==> config.mk <==
export PLATFORM = sky130hd
export DESIGN_NAME = vip_axis_c2h_tx
export DESIGN_NICKNAME = d
export VERILOG_FILES = /design/src/rtl/vip_axis_c2h_tx.sv
export SDC_FILE = /design/constraint.sdc
export NUM_CORES = 1
export LEC_CHECK = 0
export CORE_ASPECT_RATIO = 0.8
export CORE_UTILIZATION = 31
export CTS_BUF_LIST = sky130_fd_sc_hd__clkbuf_8
export CTS_CLUSTER_SIZE = 12
export DETAILED_ROUTE_END_ITERATION = 6
export SLEW_MARGIN = 20
export SYNTH_ARGS = -nofsm -noshare
export SYNTH_HDL_FRONTEND = slang
export SYNTH_SLANG_ARGS = --single-unit
==> constraint.sdc <==
create_clock -name axi_clk -period 4.2 [get_ports axi_clk]
set_clock_uncertainty 0.05 [all_clocks]
set_input_delay 0.63 -clock axi_clk [delete_from_list [all_inputs] [get_ports axi_clk]]
set_output_delay 0.63 -clock axi_clk [all_outputs]
set_load 0.05 [all_outputs]
==> src/rtl/vip_axis_c2h_tx.sv <==
// Card-to-host transmit path: captures wide VIP words into a small FIFO and
// serializes each one LSB-first into AXI-stream beats for the XDMA C2H port.
module vip_axis_c2h_tx #(
    parameter int C_DATA_WIDTH           = 64,
    parameter int XDMA_TRANSFER_SIZE_OUT = 100,
    parameter int FIFO_DEPTH             = 4,
    parameter int WORDS_PER_PKT          = 1
) (
    input  logic                                axi_clk,
    input  logic                                axi_rst,
    input  logic                                vip_data_valid_i,
    input  logic [XDMA_TRANSFER_SIZE_OUT-1:0]   vip_data_out_i,
    output logic                                vip_ready_o,
    output logic [C_DATA_WIDTH-1:0]             m_axis_c2h_tdata_0,
    output logic [C_DATA_WIDTH/8-1:0]           m_axis_c2h_tkeep_0,
    output logic                                m_axis_c2h_tlast_0,
    output logic                                m_axis_c2h_tvalid_0,
    input  logic                                m_axis_c2h_tready_0,
    output logic                                overflow_o,
    output logic [$clog2(FIFO_DEPTH+1)-1:0]     fifo_level_o
);

    localparam int BEATS      = (XDMA_TRANSFER_SIZE_OUT + C_DATA_WIDTH - 1) / C_DATA_WIDTH;
    localparam int LAST_BITS  = XDMA_TRANSFER_SIZE_OUT - (BEATS - 1) * C_DATA_WIDTH;
    localparam int KEEP_W     = C_DATA_WIDTH / 8;
    localparam int LAST_BYTES = (LAST_BITS + 7) / 8;
    localparam int PAD_W      = BEATS * C_DATA_WIDTH;
    localparam int LVL_W      = $clog2(FIFO_DEPTH + 1);
    localparam int PTR_W      = $clog2(FIFO_DEPTH);
    localparam int BEAT_W     = (BEATS > 1) ? $clog2(BEATS) : 1;
    localparam int WIP_W      = (WORDS_PER_PKT > 1) ? $clog2(WORDS_PER_PKT) : 1;

    localparam logic [KEEP_W-1:0] LAST_KEEP = {KEEP_W{1'b1}} >> (KEEP_W - LAST_BYTES);

    localparam logic [0:0] S_IDLE = 1'b0;
    localparam logic [0:0] S_SEND = 1'b1;

    logic [XDMA_TRANSFER_SIZE_OUT-1:0] r_mem [FIFO_DEPTH];
    logic [PTR_W-1:0]  r_wr_ptr;
    logic [PTR_W-1:0]  r_rd_ptr;
    logic [LVL_W-1:0]  r_level;
    logic              r_overflow;
    logic [0:0]        r_state;
    logic [PAD_W-1:0]  r_word;
    logic [BEAT_W-1:0] r_beat;
    logic [WIP_W-1:0]  r_wip;

    logic              w_ready;
    logic              w_push;
    logic              w_pop;
    logic              w_valid;
    logic              w_hs;
    logic              w_last_beat;
    logic              w_last_word;
    logic              w_word_done;
    logic [C_DATA_WIDTH-1:0] w_beat_data [BEATS];

    // Readiness comes only from the registered level, so a pop never frees a slot
    // for a strobe in the same cycle and a full FIFO is never overwritten.
    assign w_ready     = (r_level != LVL_W'(FIFO_DEPTH));
    assign w_push      = vip_data_valid_i && w_ready;
    assign w_valid     = (r_state == S_SEND);
    assign w_hs        = w_valid && m_axis_c2h_tready_0;
    assign w_last_beat = (r_beat == BEAT_W'(BEATS - 1));
    assign w_last_word = (r_wip == WIP_W'(WORDS_PER_PKT - 1));
    assign w_word_done = w_hs && w_last_beat;
    assign w_pop       = (r_level != '0) && ((r_state == S_IDLE) || w_word_done);

    genvar gi;
    generate
        for (gi = 0; gi < BEATS; gi++) begin : g_beat
            assign w_beat_data[gi] = r_word[gi*C_DATA_WIDTH +: C_DATA_WIDTH];
        end
    endgenerate

    assign vip_ready_o         = w_ready;
    assign overflow_o          = r_overflow;
    assign fifo_level_o        = r_level;
    assign m_axis_c2h_tvalid_0 = w_valid;
    assign m_axis_c2h_tdata_0  = w_beat_data[r_beat];
    assign m_axis_c2h_tkeep_0  = !w_valid ? '0 : (w_last_beat ? LAST_KEEP : '1);
    assign m_axis_c2h_tlast_0  = w_valid && w_last_beat && w_last_word;

    always_ff @(posedge axi_clk) begin
        if (w_push) begin
            r_mem[r_wr_ptr] <= vip_data_out_i;
        end
    end

    always_ff @(posedge axi_clk) begin
        if (axi_rst) begin
            r_wr_ptr   <= '0;
            r_rd_ptr   <= '0;
            r_level    <= '0;
            r_overflow <= 1'b0;
            r_state    <= S_IDLE;
            r_word     <= '0;
            r_beat     <= '0;
            r_wip      <= '0;
        end else begin
            if (w_push) begin
                r_wr_ptr <= r_wr_ptr + PTR_W'(1);
            end
            if (w_pop) begin
                r_rd_ptr <= r_rd_ptr + PTR_W'(1);
            end
            case ({w_push, w_pop})
                2'b10:   r_level <= r_level + LVL_W'(1);
                2'b01:   r_level <= r_level - LVL_W'(1);
                default: r_level <= r_level;
            endcase
            if (vip_data_valid_i && !w_ready) begin
                r_overflow <= 1'b1;
            end
            // A word finishing with another queued reloads at the same edge, no bubble.
            if (w_pop) begin
                r_word  <= PAD_W'(r_mem[r_rd_ptr]);
                r_beat  <= '0;
                r_state <= S_SEND;
            end else if (w_word_done) begin
                r_state <= S_IDLE;
            end else if (w_hs) begin
                r_beat <= r_beat + BEAT_W'(1);
            end
            if (w_word_done) begin
                r_wip <= w_last_word ? '0 : r_wip + WIP_W'(1);
            end
        end
    end

endmodule

[After elaboration in Yosys (flattened, before gate mapping)]
Memories as Yosys holds them, arrays and structs flattened. A register that Yosys moved wholly into a read port is not among the register bits.
Index checks and enable logic that the tools add are counted.
Word-level totals
  register bits after elaboration: 11
  input port bits: 104
  word-level logic and storage cells: 47
  output and inout bits: 79
  memory bits (writable): 400
  memories kept: 1
Memories
  r_mem: words 4, width 100, rd ports 1, clocked after memory_dff 1, write ports 1, line 38  | logic [XDMA_TRANSFER_SIZE_OUT-1:0] r_mem [FIFO_DEPTH];
Operators by class
  $add $sub $neg: 6
  reductions and logical operators: 14
  muxes and demuxes: 11
  equality and inequality tests: 3
  order comparisons: 1
  bitwise logic cells: 4
Operators with widths (number)
  64-bit 2-to-1 mux: 3
  8-bit 2-to-1 mux: 2
  1-bit logical AND: 7
  3-bit case mux with 2 select lines: 1
  1-bit 2-to-1 mux: 5
  2-bit by 1-bit adder with 2-bit output (second input constant): 2
  2-bit nonzero test: 2
  3-bit by 1-bit adder with 3-bit output (second input constant): 1
  3-bit inequality test (second input constant): 1
  1-bit NOT: 3
  3-bit nonzero test: 1
  3-bit by 1-bit subtractor with 3-bit output (second input constant): 1
  1-bit adder (second input constant): 2
  2-bit by 1-bit equality test with 1-bit output (second input constant): 1
  2-bit equality test (second input constant): 1
  2-bit >= comparator (second input constant): 1
  1-bit NOT with 2-bit output: 1
  2-bit AND reduction: 1
  2-bit OR reduction: 1
  1-bit zero test: 1
  1-bit logical OR: 1

[Depth between registers and ports, before layout]
  depth after elaboration: 6
  mapped depth: 10
  mapped depth without buffers: 8

[Least setup slack after synthesis]
OpenSTA, ideal clock, no wires.
  kind: register -> register
  start: register r_level[0], in the netlist fifo_level_o[0]
  end: memory r_mem[0][0], enable pin
  path buffers: 1
  data required time: 3679 ps
  cell stages (with the launch flop): 4
  arrival: 3989 ps
  period minus slack after synthesis: 4509 ps
  path slack: -309 ps
  setup time: 471 ps
  cells stage by stage: dfxtp_1 -> or3b_1 -> clkbuf_1 -> and3_1
On the way
  word-level cells in the longest chain between the ends: 4
Ends and longest elaborated chain
  start: declaration: line 41  | logic [LVL_W-1:0] r_level;
  start signal: assignment: line 108  | 2'b10: r_level <= r_level + LVL_W'(1);
  start signal: assignment: line 109  | 2'b01: r_level <= r_level - LVL_W'(1);
  start signal: assignment: line 110  | default: r_level <= r_level;
  3-bit inequality test: line 60  | assign w_ready = (r_level != LVL_W'(FIFO_DEPTH));
  via vip_ready_o: line 13  | output logic vip_ready_o,
  1-bit logical AND: line 61  | assign w_push = vip_data_valid_i && w_ready;
  1-bit 2-to-1 mux: line 85  | if (w_push) begin
  1-bit 2-to-1 mux (implied by the code): line 86  | r_mem[r_wr_ptr] <= vip_data_out_i;
  end: declaration: line 38
The timed path passes the listed nets, and every way through them passes these cells.

[Worst setup path in the final report]
  start: register r_beat
  end: output m_axis_c2h_tdata_0[8]
On the way
  word-level cells in the longest chain between the ends: 4
Ends and longest elaborated chain
  start: declaration: line 45  | logic [BEAT_W-1:0] r_beat;
  start signal: assignment: line 123  | r_beat <= r_beat + BEAT_W'(1);
  1-bit NOT with 2-bit output (implied by the code): line 80  | assign m_axis_c2h_tdata_0 = w_beat_data[r_beat];
  64-bit 2-to-1 mux (implied by the code) (3 in a row): line 80
  end: declaration: line 14  | output logic [C_DATA_WIDTH-1:0] m_axis_c2h_tdata_0,
No other way between the ends. The select of a mux whose other input is x is not followed.

==> impl_metrics.env <==
export IMPL_outcome="complete, no violations"
export IMPL_cts_buffer_depth=3
export IMPL_die_area_mm2=0.0638
export IMPL_post_drt_via_cell_ratio=4.88
export IMPL_num_vias=10800
export IMPL_synth_compound_area_share_pct=5.72
export IMPL_clk_pin_slew_worst_paths_ns=0.06
export IMPL_busiest_layer="met2"
export IMPL_maxCapViolations=0
export IMPL_cts_inserted_buffers=86
export IMPL_netSwitchingPower_w=0.00598
export IMPL_final_nets=1427
export IMPL_synth_xor_area_share_pct=0.0900
export IMPL_syn_area_mm2=0.0195
export IMPL_setup_tns_ns=0
export IMPL_wl_per_cell_um=21.1
export IMPL_worstSetupPathType="flip-flop to output port"
export IMPL_port_buffers=182
export IMPL_pwr_share_clk_pct=26.0
export IMPL_ant_nets=0
export IMPL_peakVddDrop_uv=383
export IMPL_synth_nets=1233
export IMPL_cts_root_buf="clkbuf_8"
export IMPL_min_period_ns=3.58
export IMPL_die_width_um=282
export IMPL_cts_sinks=510
export IMPL_hold_path_class="flip-flop to flip-flop"
export IMPL_synth_top_area_share_pct=61.7
export IMPL_fmax_mhz=279
export IMPL_cts_tree="done"
export IMPL_post_place_ws_ns=1.08
export IMPL_finalWirelength_um=46800
export IMPL_synth_area_leaders="edfxtp_1, mux4_2, dfxtp_1"
export IMPL_grtUsageTotal_pct=15.0
export IMPL_endpoint_kind="output port"
export IMPL_cell_internal_pwr_w=0.0106
export IMPL_final_util_pct=38.6
export IMPL_synth_area_leader_cell="edfxtp_1"
export IMPL_drive_gt1_share_pct=20.4
export IMPL_core_area_mm2=0.0616
export IMPL_initial_core_util_pct=31.6
export IMPL_overflow=0
export IMPL_slew_violations=0
export IMPL_syn_avg_cell_area_um2=17.3
export IMPL_first_iter_violations=633
export IMPL_fin_area_mm2=0.0238
export IMPL_cts_resized=0
export IMPL_synth_mux_area_share_pct=13.7
export IMPL_dr_pass1_iters=5
export IMPL_crit_required_ns=3.52
export IMPL_cp_arrival_ns=2.90
export IMPL_grt_first_pass_wirelength_um=70600
export IMPL_synth_top_family_by_area="multiplexers"
export IMPL_yosysWarnings=0
export IMPL_yosysSeqAreaShare_pct=73.0
export IMPL_placed_area_mm2=0.0221
export IMPL_htreeDepth=3
export IMPL_area_delta_synth_final_pct=22.1
export IMPL_rsz0062_at_grt="no"
export IMPL_worst_slew_pin_slew_ns=0.987
export IMPL_ys_ff_latch=510
export IMPL_pwr_share_comb_pct=33.1
export IMPL_synthAdderAreaFrac_pct=0.424
export IMPL_switching_share_pct=36.1
export IMPL_io_pin_count=183
export IMPL_postSynthCellCount=1123
export IMPL_met2_usage_pct=23.7
export IMPL_finalSetupViolCount=0
export IMPL_p_leak_nw=7.67
export IMPL_seq_power_share_pct=40.9
export IMPL_hold_viol_final=0
export IMPL_power_density_mw_per_mm2=697
export IMPL_drc_errors=0
export IMPL_grt_max_degree=101
export IMPL_dpl_hpwl_um=25000
export IMPL_maxSlewHeadroom_pct=34.2
export IMPL_met1_usage_pct=20.0
export IMPL_antenna_found_initial=9
export IMPL_grtUsageMet3_pct=4.43
export IMPL_die_h_um=226
export IMPL_synth_cell_type_count=33
export IMPL_synthSimpleGateAreaFrac_pct=4.10
export IMPL_fillers=5771
export IMPL_p_total_w=0.0166
export IMPL_post_cts_buffers=0
export IMPL_num_rows=81
export IMPL_hold_buffers=0
export IMPL_worstPathMaxFanout=56
export IMPL_clk_latency_ns=0.67
export IMPL_start_kind="flip-flop"
export IMPL_routabilityCongestion=0.726
export IMPL_grt_pass1_vias=11400
export IMPL_fin_crit_sh_pct=85.2
export IMPL_setup_ws_ns=0.620
## Yosys cell counts
library cell	n
clkbuf_2	4
buf_4	10
a31o_2	1
inv_1	6
nor2b_1	30
mux2_2	36
o21ai_1	1
and3_1	4
xor2_1	2
nand3_1	102
nand2_1	2
a41oi_1	1
edfxtp_1	400
clkbuf_1	40
nor2_1	6
a311oi_1	1
a21o_1	2
nor3_2	1
a21bo_2	1
buf_6	1
ha_1	5
a21oi_1	107
dfxtp_1	110
and2_1	1
fa_1	1
o21ai_0	102
or3b_1	1
or3_1	3
mux4_2	100
buf_12	7
buf_1	8
buf_2	26
a21boi_2	1
## through the flow
step	hold slack (ns)	cells
after floorplan	0.399	1123
after detailed placement	0.414	2059
after global placement	0.408	2059
after CTS	0.374	2219
after global routing	0.400	2220
final	0.421	2220
## worst paths after layout
check / cells past startpoint / to / from / slack (ns)
hold / removal: 2 / r_word[28] / r_word[28] / 0.42
setup reg to reg: 8 / fifo_level_o[2] / r_beat / 1.35
hold reg to reg: 2 / r_word[28] / r_word[28] / 0.42
setup / recovery: 2 / m_axis_c2h_tdata_0[8] / r_beat / 0.62
## routing by layer
metal	vias to the layer above	share of wire [%]
met3	95	6.4
met4	12	2.0
met5	-	0.16
met2	306	47
met1	5600	44
li1	4824	-
## placed cells by master, fill, tap and decap left out, types with 6 or more instances in the layout
cell type and instances:
buf_12 8, a21oi_1 107, nor2b_1 30, nand3_1 102, dfxtp_1 107, inv_1 46, o21ai_0 102, mux4_2 100
mux2_2 36, clkbuf_8 95, clkinv_2 9, buf_4 13, nor2_1 6, clkdlybuf4s50_1 181, edfxtp_1 400
## power by group through the flow
stage,Combinational [W],Clock (W),Sequential (W)
global placement,0.00553,0,0.00683
CTS,0.00557,0.00447,0.00677
detailed placement,0.00556,0,0.00687
floorplan,0.00388,0,0.00669
global route,0.00588,0.00467,0.00686
finish,0.00548,0.00431,0.00677
## critical path, cell delays in order, from the launching register on
cell and delay (ns):
dfxtp_4 0.98, mux2_2 0.46, clkdlybuf4s50_1 0.72
## kinds of logic (layout without fill, tap and decap cells)
family	count (synthesis)	in the layout
other	0	1
AO/OA/AOI/OAI	217	217
buffers and inverters	102	368
XOR/XNOR	2	2
AND/OR/NAND/NOR	150	150
multiplexers	136	136
flip-flops	510	510
adder cells (fa/ha/maj)	6	6
## sequential cells by signal, summed over array words and instances (netlist names)
signal / count
r_mem: 400
r_word: 100
fifo_level_o: 3
r_rd_ptr: 2
r_wr_ptr: 2
m_axis_c2h_tvalid_0: 1
overflow_o: 1
r_beat: 1
## layout make-up
type                       count  area (µm²)  area share (%)
antenna                        1        2.50          0.0105
clock buffer                  95        1310            5.50
clock inverter                65         390            1.64
timing repair buffer         202        2070            8.71
inverter                       6        22.5          0.0948
tap                          830        1040            4.37
sequential                   510       14200            59.8
multi-input combinational    511        4710            19.8
Note: power is estimated with default switching activity, not from simulation.
